[src/rtl/frac_clk_div.sv]
// -----------------------------------------------------------------------------
// frac_clk_div
//
// Runtime-programmable fractional clock divider. clk_out has an average period
// of div + num/den input clocks. Every output period is either div or div+1
// cycles long. An accumulator spreads the long periods evenly over each
// den-period frame. The duty cycle is floor(P/2) high, and the remainder low.
//
// A new configuration arrives through a valid/ready port. It is range checked
// and parked in a shadow register. The shadow becomes active at the next
// period boundary (or on the next cycle when idle). The accumulator restarts
// from zero whenever a configuration is applied.
//
// Optional build macro: FRAC_DIV_BLOCK_MODE_EN
//    When this macro is defined, the block_mode input is added. It is sampled
//    when the shadow is applied. With block_mode=1, each den-period frame has
//    (den-num) short periods followed by num long periods, and a frame counter
//    is used instead of the accumulator.
//
// Ports:
//    clk_in        divider source clock
//    rst           asynchronous active-high reset
//    en            run request (level); a started period always completes
//    block_mode    (FRAC_DIV_BLOCK_MODE_EN only) block distribution select
//    cfg_valid     new configuration offered
//    cfg_ready     no shadow configuration pending
//    cfg_div       integer divisor (>= 2)
//    cfg_num       fractional numerator (< cfg_den)
//    cfg_den       fractional denominator (>= 1)
//    cfg_err       one-cycle pulse: offered configuration rejected
//    clk_out       divided clock, registered
//    period_start  one-cycle pulse on the first high cycle of each period
//    long_period   1 for the whole of a div+1 period
//    busy          divider is running
// -----------------------------------------------------------------------------
module frac_clk_div #(
   parameter int CNT_W   = 8,
   parameter int FRAC_W  = 8,
   parameter int RST_DIV = 8,
   parameter int RST_NUM = 7,
   parameter int RST_DEN = 10
) (
   input  logic              clk_in,
   input  logic              rst,
   input  logic              en,
`ifdef FRAC_DIV_BLOCK_MODE_EN
   input  logic              block_mode,
`endif
   input  logic              cfg_valid,
   output logic              cfg_ready,
   input  logic [CNT_W-1:0]  cfg_div,
   input  logic [FRAC_W-1:0] cfg_num,
   input  logic [FRAC_W-1:0] cfg_den,
   output logic              cfg_err,
   output logic              clk_out,
   output logic              period_start,
   output logic              long_period,
   output logic              busy
);

   typedef enum logic {
      IDLE = 1'b0,
      RUN  = 1'b1
   } state_t;

   state_t            state_reg, state_next;

   // Period counter and length are one bit wider than div. This lets
   // div = 2^CNT_W-1 with a long period be represented.
   logic [CNT_W:0]    pc_reg, pc_next;
   logic [CNT_W:0]    p_reg, p_next;
   logic [FRAC_W:0]   acc_reg, acc_next;

   logic [CNT_W-1:0]  div_reg, div_next;
   logic [FRAC_W-1:0] num_reg, num_next;
   logic [FRAC_W-1:0] den_reg, den_next;

   logic [CNT_W-1:0]  sh_div_reg, sh_div_next;
   logic [FRAC_W-1:0] sh_num_reg, sh_num_next;
   logic [FRAC_W-1:0] sh_den_reg, sh_den_next;
   logic              sh_valid_reg, sh_valid_next;

   logic              cfg_err_reg, cfg_err_next;
   logic              clk_out_reg, clk_out_next;
   logic              ps_reg, ps_next;
   logic              long_reg, long_next;

`ifdef FRAC_DIV_BLOCK_MODE_EN
   logic [FRAC_W-1:0] fc_reg, fc_next;
   logic              blk_reg, blk_next;
`endif

   logic [FRAC_W:0]   s_sum;
   logic              dec_long;
   logic [CNT_W:0]    p_dec;
   logic [CNT_W:0]    p_cur;
   logic              at_boundary;
   logic              cfg_ok;
   logic              xfer;
   logic              apply;

   // ------------------------------------------------------------------
   // State register
   // ------------------------------------------------------------------
   always_ff @(posedge clk_in or posedge rst) begin
      if (rst) begin
         state_reg    <= IDLE;
         pc_reg       <= '0;
         p_reg        <= '0;
         acc_reg      <= '0;
         div_reg      <= CNT_W'(RST_DIV);
         num_reg      <= FRAC_W'(RST_NUM);
         den_reg      <= FRAC_W'(RST_DEN);
         sh_div_reg   <= '0;
         sh_num_reg   <= '0;
         sh_den_reg   <= '0;
         sh_valid_reg <= 1'b0;
         cfg_err_reg  <= 1'b0;
         clk_out_reg  <= 1'b0;
         ps_reg       <= 1'b0;
         long_reg     <= 1'b0;
`ifdef FRAC_DIV_BLOCK_MODE_EN
         fc_reg       <= '0;
         blk_reg      <= 1'b0;
`endif
      end else begin
         state_reg    <= state_next;
         pc_reg       <= pc_next;
         p_reg        <= p_next;
         acc_reg      <= acc_next;
         div_reg      <= div_next;
         num_reg      <= num_next;
         den_reg      <= den_next;
         sh_div_reg   <= sh_div_next;
         sh_num_reg   <= sh_num_next;
         sh_den_reg   <= sh_den_next;
         sh_valid_reg <= sh_valid_next;
         cfg_err_reg  <= cfg_err_next;
         clk_out_reg  <= clk_out_next;
         ps_reg       <= ps_next;
         long_reg     <= long_next;
`ifdef FRAC_DIV_BLOCK_MODE_EN
         fc_reg       <= fc_next;
         blk_reg      <= blk_next;
`endif
      end
   end

   // ------------------------------------------------------------------
   // Period decision: evaluated every cycle, but only used at pc==0.
   // acc < den and num < den, so the sum fits in FRAC_W+1 bits.
   // ------------------------------------------------------------------
   always_comb begin
      s_sum    = acc_reg + {1'b0, num_reg};
      dec_long = (s_sum >= {1'b0, den_reg});
`ifdef FRAC_DIV_BLOCK_MODE_EN
      if (blk_reg) begin
         dec_long = (fc_reg >= (den_reg - num_reg));
      end
`endif
      p_dec = {1'b0, div_reg} + {{CNT_W{1'b0}}, dec_long};
      // p_reg is only loaded at pc==0. In that cycle, the freshly decided
      // length is used directly.
      p_cur       = (pc_reg == '0) ? p_dec : p_reg;
      at_boundary = (state_reg == RUN) && (pc_reg == (p_cur - 1'b1));
      cfg_ok      = (cfg_div >= CNT_W'(2)) && (cfg_den != '0) && (cfg_num < cfg_den);
      xfer        = cfg_valid && !sh_valid_reg;
      apply       = sh_valid_reg && ((state_reg == IDLE) || at_boundary);
   end

   // ------------------------------------------------------------------
   // Next-state and output logic
   // ------------------------------------------------------------------
   always_comb begin
      state_next    = state_reg;
      pc_next       = pc_reg;
      p_next        = p_reg;
      acc_next      = acc_reg;
      div_next      = div_reg;
      num_next      = num_reg;
      den_next      = den_reg;
      sh_div_next   = sh_div_reg;
      sh_num_next   = sh_num_reg;
      sh_den_next   = sh_den_reg;
      sh_valid_next = sh_valid_reg;
      long_next     = long_reg;
`ifdef FRAC_DIV_BLOCK_MODE_EN
      fc_next       = fc_reg;
      blk_next      = blk_reg;
`endif

      clk_out_next  = (state_reg == RUN) && (pc_reg < (p_cur >> 1));
      ps_next       = (state_reg == RUN) && (pc_reg == '0);
      cfg_err_next  = xfer && !cfg_ok;

      if (xfer && cfg_ok) begin
         sh_div_next   = cfg_div;
         sh_num_next   = cfg_num;
         sh_den_next   = cfg_den;
         sh_valid_next = 1'b1;
      end

      case (state_reg)
         IDLE: begin
            if (en) begin
               state_next = RUN;
               pc_next    = '0;
            end
         end
         RUN: begin
            if (pc_reg == '0) begin
               p_next    = p_dec;
               long_next = dec_long;
               acc_next  = dec_long ? (s_sum - {1'b0, den_reg}) : s_sum;
`ifdef FRAC_DIV_BLOCK_MODE_EN
               fc_next   = (fc_reg >= (den_reg - 1'b1)) ? '0 : fc_reg + 1'b1;
`endif
            end
            if (at_boundary) begin
               pc_next = '0;
               if (!en) begin
                  state_next = IDLE;
               end
            end else begin
               pc_next = pc_reg + 1'b1;
            end
         end
         default: begin
            state_next = IDLE;
         end
      endcase

      // P >= 2 means a boundary never coincides with a pc==0 decision.
      // Therefore the accumulator clear here cannot collide with an update.
      if (apply) begin
         div_next      = sh_div_reg;
         num_next      = sh_num_reg;
         den_next      = sh_den_reg;
         acc_next      = '0;
         sh_valid_next = 1'b0;
`ifdef FRAC_DIV_BLOCK_MODE_EN
         fc_next       = '0;
         blk_next      = block_mode;
`endif
      end
   end

   assign cfg_ready    = !sh_valid_reg;
   assign cfg_err      = cfg_err_reg;
   assign clk_out      = clk_out_reg;
   assign period_start = ps_reg;
   assign long_period  = long_reg;
   assign busy         = (state_reg == RUN);

endmodule
[config.mk]
export PLATFORM = sky130hd
export DESIGN_NAME = frac_clk_div
export DESIGN_NICKNAME = d
export VERILOG_FILES = /design/src/rtl/frac_clk_div.sv
export SDC_FILE = /design/constraint.sdc
export NUM_CORES = 1
export LEC_CHECK = 0
export ABC_AREA = 1
export CORE_MARGIN = 2
export CORE_UTILIZATION = 45
export DETAILED_ROUTE_END_ITERATION = 10
export RECOVER_POWER = 50
export SKIP_LAST_GASP = 1
export SLEW_MARGIN = 20
export SYNTH_ARGS = -nofsm -noshare
export SYNTH_HDL_FRONTEND = slang
export SYNTH_SLANG_ARGS = --single-unit
[constraint.sdc]
create_clock -name clk_in -period 7.4 [get_ports clk_in]
set_input_delay 1.48 -clock clk_in [delete_from_list [all_inputs] [get_ports clk_in]]
set_output_delay 1.48 -clock clk_in [all_outputs]
set_load 0.01 [all_outputs]
# --- Word level (Yosys, flattened, before mapping) ---
# Cells that the tools add are included.
classes:
  n_mux: 13
  n_reduce_logical: 19
  n_eq_ne: 2
  n_addsub: 5
  n_bitwise: 1
  n_lt_le_gt_ge: 4
ops:
  columns: ["operator", "count"]
  rows:
  - ["$mux W9", 7]
  - ["$pmux W9 S2", 1]
  - ["$add A8 B1 Y9", 1]
  - ["$add A9 B1 Y9 const B", 1]
  - ["$add A9 B8 Y9", 1]
  - ["$eq A9 B9 Y1", 1]
  - ["$ge A9 B8 Y1", 1]
  - ["$logic_and A1 B1 Y1", 9]
  - ["$logic_not A9 Y1", 1]
  - ["$lt A9 B8 Y1", 1]
  - ["$sub A9 B1 Y9 const B", 1]
  - ["$sub A9 B8 Y9", 1]
  - ["$ge A8 B2 Y1 const B", 1]
  - ["$lt A8 B8 Y1", 1]
  - ["$reduce_bool A8 Y1", 1]
  - ["$reduce_bool A2 Y1", 3]
  - ["$mux W1", 4]
  - ["$reduce_and A2 Y1", 2]
  - ["$logic_not A1 Y1", 2]
  - ["$ne A2 B2 Y1 const B", 1]
  - ["$pmux W1 S2", 1]
  - ["$logic_or A1 B1 Y1", 1]
  - ["$not A1 Y1", 1]
totals:
  in_bits: 28
  word_cells: 59
  out_inout_bits: 6
  regBits: 81

# --- Depth between registers and ports, before layout ---
logic_depth:
  depth_word: 11
  ltp_mapped: 37

# --- Least setup slack after synthesis ---
# Ideal clock, no wire load.
synth_path:
  path_type: "reg-to-reg"
  from: "register num_reg[0]"
  to: "register div_reg[2]"
  stages_incl_launch_ff: 34
  setup_slack_ps: 2520
  arrival_ps: 4763
  path_cell_list: "dfstp_2 > ha_1 > inv_1 > fa_1 > o21ai_1 > nand2_1 > a21oi_1 > nor2_1 > xor2_1 > inv_1 > ha_1 > a21oi_1 > o21ai_0 > a21oi_2 > nand2_2 > ha_1 > ha_1 > inv_1 > nand3_1 > nand2_2 > ha_1 > xor2_1 > nand2_1 > nor2_1 > nand3_1 > nor2_1 > nand2_1 > nor2_1 > nand2_2 > nand2_4 > nand2_4 > buf_6 > nand2_1 > nand2_1"
synth_between:
  elab_chain_len: 9
synth_lines:
  columns: ["element", "line_no", "source"]
  rows:
  - ["from (decl)", "75", "logic [FRAC_W-1:0] num_reg, num_next;"]
  - ["from (signal assigned)", "112", "num_reg <= FRAC_W'(RST_NUM);"]
  - ["from (signal assigned)", "132", "num_reg <= num_next;"]
  - ["$add A9 B8 Y9", "154", "s_sum = acc_reg + {1'b0, num_reg};"]
  - ["$ge A9 B8 Y1", "155", "dec_long = (s_sum >= {1'b0, den_reg});"]
  - ["named net dec_long", "94", "logic dec_long;"]
  - ["$add A8 B1 Y9", "161", "p_dec = {1'b0, div_reg} + {{CNT_W{1'b0}}, dec_long};"]
  - ["$mux W9", null, null]
  - ["$sub A9 B1 Y9", "165", "at_boundary = (state_reg == RUN) && (pc_reg == (p_cur - 1'b1));"]
  - ["$eq A9 B9 Y1", "165", null]
  - ["$logic_and A1 B1 Y1", "165", null]
  - ["$logic_or A1 B1 Y1", "168", "apply = sh_valid_reg && ((state_reg == IDLE) || at_boundary);"]
  - ["$logic_and A1 B1 Y1", "168", null]
  - ["to (signal assigned)", "111", "div_reg <= CNT_W'(RST_DIV);"]
  - ["to (signal assigned)", "131", "div_reg <= div_next;"]
  - ["to (decl)", "74", "logic [CNT_W-1:0] div_reg, div_next;"]
# The timed path passes the listed nets, and every way through them passes these cells.
# A chain may end at the register's enable or synchronous reset.

# --- Final worst setup path ---
# Same ends and word-level chain as after synthesis.

==> results.md <==
| Item | This run | Unit |
|:---|:---|:---|
| Outcome | complete, but fails checks | - |
| Failing checks | max-capacitance violations, max-slew violations | - |
| Number of DRC violations after detailed-routing iteration 0 | 231 | - |
| Area post-placement | 5680 | um2 |
| Starting utilization of the core area | 0.461 | - |
| Row cnt | 39 | - |
| Wire length of the first global-routing pass | 20.8 | mm |
| Synth Register Bits | 81 | - |
| Cell taking the most area after synthesis | dfrtp_1 | - |
| Maximum vdd drop | 0.262 | mV |
| Final non-filler cell area | 6000 | um2 |
| Mean Syn Cell Area | 7.64 | um2 |
| Clock input transition at the sequential cells of the worst setup and hold paths | 0.07 | ns |
| Endpoint class of the critical path | flop | - |
| Fraction of synthesized area in multiplexers | 0.0362 | - |
| Clock latency of the later-clocked register in the worst-skew pair | 0.33 | ns |
| CTS tree | yes | - |
| Area share of fa/ha/maj cells after synthesis | 0.0885 | - |
| Simple-gate portion of the synthesized area | 0.296 | - |
| PortBufs | 33 | - |
| DP Worst Slack | 1.55 | ns |
| Total grt overflow | 0 | - |
| Count leader, synth | nand2_1 | - |
| Hold Buf Count CTS | 0 | - |
| Filler cells | 1138 | - |
| Top post-synthesis cells by area | dfrtp_1 (36%), nand2_1 (14%), ha_1 (8.1%) | - |
| Main combinational cell family by area after synthesis | simple AND/OR/NAND/NOR gates | - |
| # diodes | 0 | - |
| Post-synth top area share | 0.357 | - |
| Post-synth top cells | nand2_1 (203), inv_1 (83), dfrtp_1 (75) | - |
| Primary flip-flop cell chosen by synthesis mapping | dfrtp_1 | - |
| Num Clock Sinks | 81 | - |
| Via count | 4446 | - |
| Number of nets with antenna violations after detailed routing | 0 | - |
| Length of the first detailed-routing pass in iterations | 5 | - |
| Setup TNS Final | 0 | ns |
| Total Die Area | 12600 | um2 |
| Initial antenna violation count | 0 | - |
| Non-filler instance count after layout | 866 | - |
| Leakage power | 0.00312 | uW |
| Global Route Usage Sum | 0.204 | - |
| Compound-gate portion of the synthesized area | 0.0735 | - |
| Number of cells produced by synthesis | 688 | - |
| Max FO, Critical Path | 35 | - |
| Hold/Removal Path Class | reg -> reg | - |
| Area growth from synthesis to final layout | 14.2 | % |
| Post-Synth XOR/XNOR Area | 0.0350 | - |
| Number of nets in the layout | 782 | - |
| Crit path kind | reg -> reg | - |
| Share of cells above drive strength 1 | 0.0996 | - |
| Reg area | 2030 | um2 |
| Count of different cell masters after synthesis | 42 | - |
| Arrival time worst endpoint | 6.09 | ns |
| Longest individual stage delay on the worst path | 0.54 | ns |
| Setup slack after layout | 1.53 | ns |
| Post-Syn Area | 5260 | um2 |
| Maximum clock rate | 0.170 | GHz |
| Count of final max-slew check failures | 82 | - |
| Post-DR wirelength/cell | 14.0 | um |
| Final hold violation count | 0 | - |
| Maximum number of pins on one net before global-route repair | 82 | - |
| Required time at the endpoint of the critical path | 7.62 | ns |
| DR DRC count | 0 | - |
| Final period demand of the worst path | 5.87 | ns |
| Number of setup violations in the final report | 0 | - |
| Max transition margin | -1.95 | - |
| Final cycle utilization of the critical path | 0.794 | - |
| Clock tree root driver cell | clkbuf_16 | - |
| Horizontal die dimension | 112 | um |
| Share of flip-flops with an asynchronous set or reset after synthesis | 1.00 | - |
| Post-CTS resize count | 0 | - |
| Routed WL | 12.1 | mm |
| Number of enable flip-flop cells after synthesis | 0 | - |
| Unrepaired setup endpoints after global routing | no | - |
| Post-detail-place hpwl | 9.10 | mm |
| Maximum capacitance violations | 1 | - |
| Area of the placeable core | 11400 | um2 |
| Final total power | 2990 | uW |
| Register area share after synthesis | 0.387 | - |
| Vias per Instance | 5.13 | - |
| Number of buffers created by CTS | 9 | - |
| Via count of the first global-routing pass | 4323 | - |
| Pwr dens | 498 | nW/um2 |
| Number of cells in the design after placement | 850 | - |
| Warning count from the yosys run | 0 | - |
| Post-synthesis net count | 752 | - |
| Worst setup skew after layout | 0.00710 | ns |
| Tightest Pin Transition | 4.42 | ns |
| Die height | 112 | um |
| Gpl congestion | 0.887 | - |
| Number of levels in the clock H-tree | 3 | - |
| Total setup buffers inserted after CTS | 0 | - |
| Multi-input gate area | 2780 | um2 |
| Crit path max-delay cell type | dfstp_2 | - |
| Boundary Pins | 34 | - |
| Max clock buf depth | 2 | - |
| Worst Setup Start Kind | flop | - |
[metal layers]
layer	up-vias	track usage	part of all wire
met2	90	0.290	0.41
li1	2278	-	-
met5	-	0	0
met3	12	0.0302	0.045
met1	2066	0.316	0.53
met4	0	0.0732	0.013
[placed cells by master, fill, tap and decap left out, types with 7 or more instances in the layout]
cell | netlist | layout
nand2_1 | 203 | 203
inv_1 | 83 | 82
dfrtp_1 | 75 | 75
nand3_1 | 66 | 66
nor2_1 | 50 | 50
ha_1 | 34 | 34
clkdlybuf4s50_1 | 0 | 30
o21ai_0 | 29 | 29
a21oi_1 | 21 | 21
mux2_2 | 16 | 16
xor2_1 | 15 | 15
clkbuf_16 | 0 | 9
nand2_2 | 7 | 7
or2_2 | 7 | 7
o22ai_1 | 7 | 7
[where the power goes]
part | internal [uW] | switching [uW]
Combinational | 666 | 1030
Clock | 300 | 195
Sequential | 636 | 167
[worst max-delay path, delay by kind of cell (launching register included)]
kind | cells | cell delay [ns]
buffers and inverters | 3 | 0.17
flip-flops | 1 | 0.54
AND/OR/NAND/NOR | 16 | 1.96
AO/OA/AOI/OAI | 5 | 1.01
adder cells (fa/ha/maj) | 6 | 1.79
XOR/XNOR | 2 | 0.27
[cell families (layout without fill, tap and decap cells)]
family | count (synthesis) | in the layout
muxes | 17 | 17
buffers and inverters | 106 | 141
AOI/OAI and AO/OA | 69 | 69
xor gates and xnor gates | 21 | 21
adders and majority gates | 36 | 36
and+or+nand+nor | 358 | 358
DFF | 81 | 81
[final timing paths]
| path | startpoint | end | slack, ns | cells after the start |
|---|---|---|---|---|
| setup / recovery | num_reg[0]$_DFFE_PP1P_ | div_reg[2]$_DFFE_PP0P_ | 1.53 | 32 |
| hold / removal | den_reg[3]$_DFFE_PP1P_ | den_reg[3]$_DFFE_PP1P_ | 0.47 | 2 |
| setup reg to reg | num_reg[0]$_DFFE_PP1P_ | div_reg[2]$_DFFE_PP0P_ | 1.53 | 32 |
| hold reg to reg | den_reg[3]$_DFFE_PP1P_ | den_reg[3]$_DFFE_PP1P_ | 0.47 | 2 |
| max in group asynchronous | rst | den_reg[2]$_DFFE_PP0P_ | 1.57 | 3 |
| min in group asynchronous | rst | sh_valid_reg$_DFFE_PP0P_ | 3.35 | 3 |
[metrics by stage]
step	util	hold slack [ns]
2_1_floorplan	-	0.442
3_3_place_gp	0.498	0.457
3_5_place_dp	0.498	0.459
4_1_cts	0.527	0.469
5_1_grt	0.526	0.487
6_report	0.526	0.465
[area by class of cell]
class,count,area share
Inverter,89,0.0558
Clock buffer,9,0.0375
Multi-Input combinational cell,501,0.463
Sequential cell,81,0.339
Timing Repair Buffer,36,0.0575
Clock inverter,7,0.0171
Tap cell,143,0.0298
(Power assumes the default switching activity.)
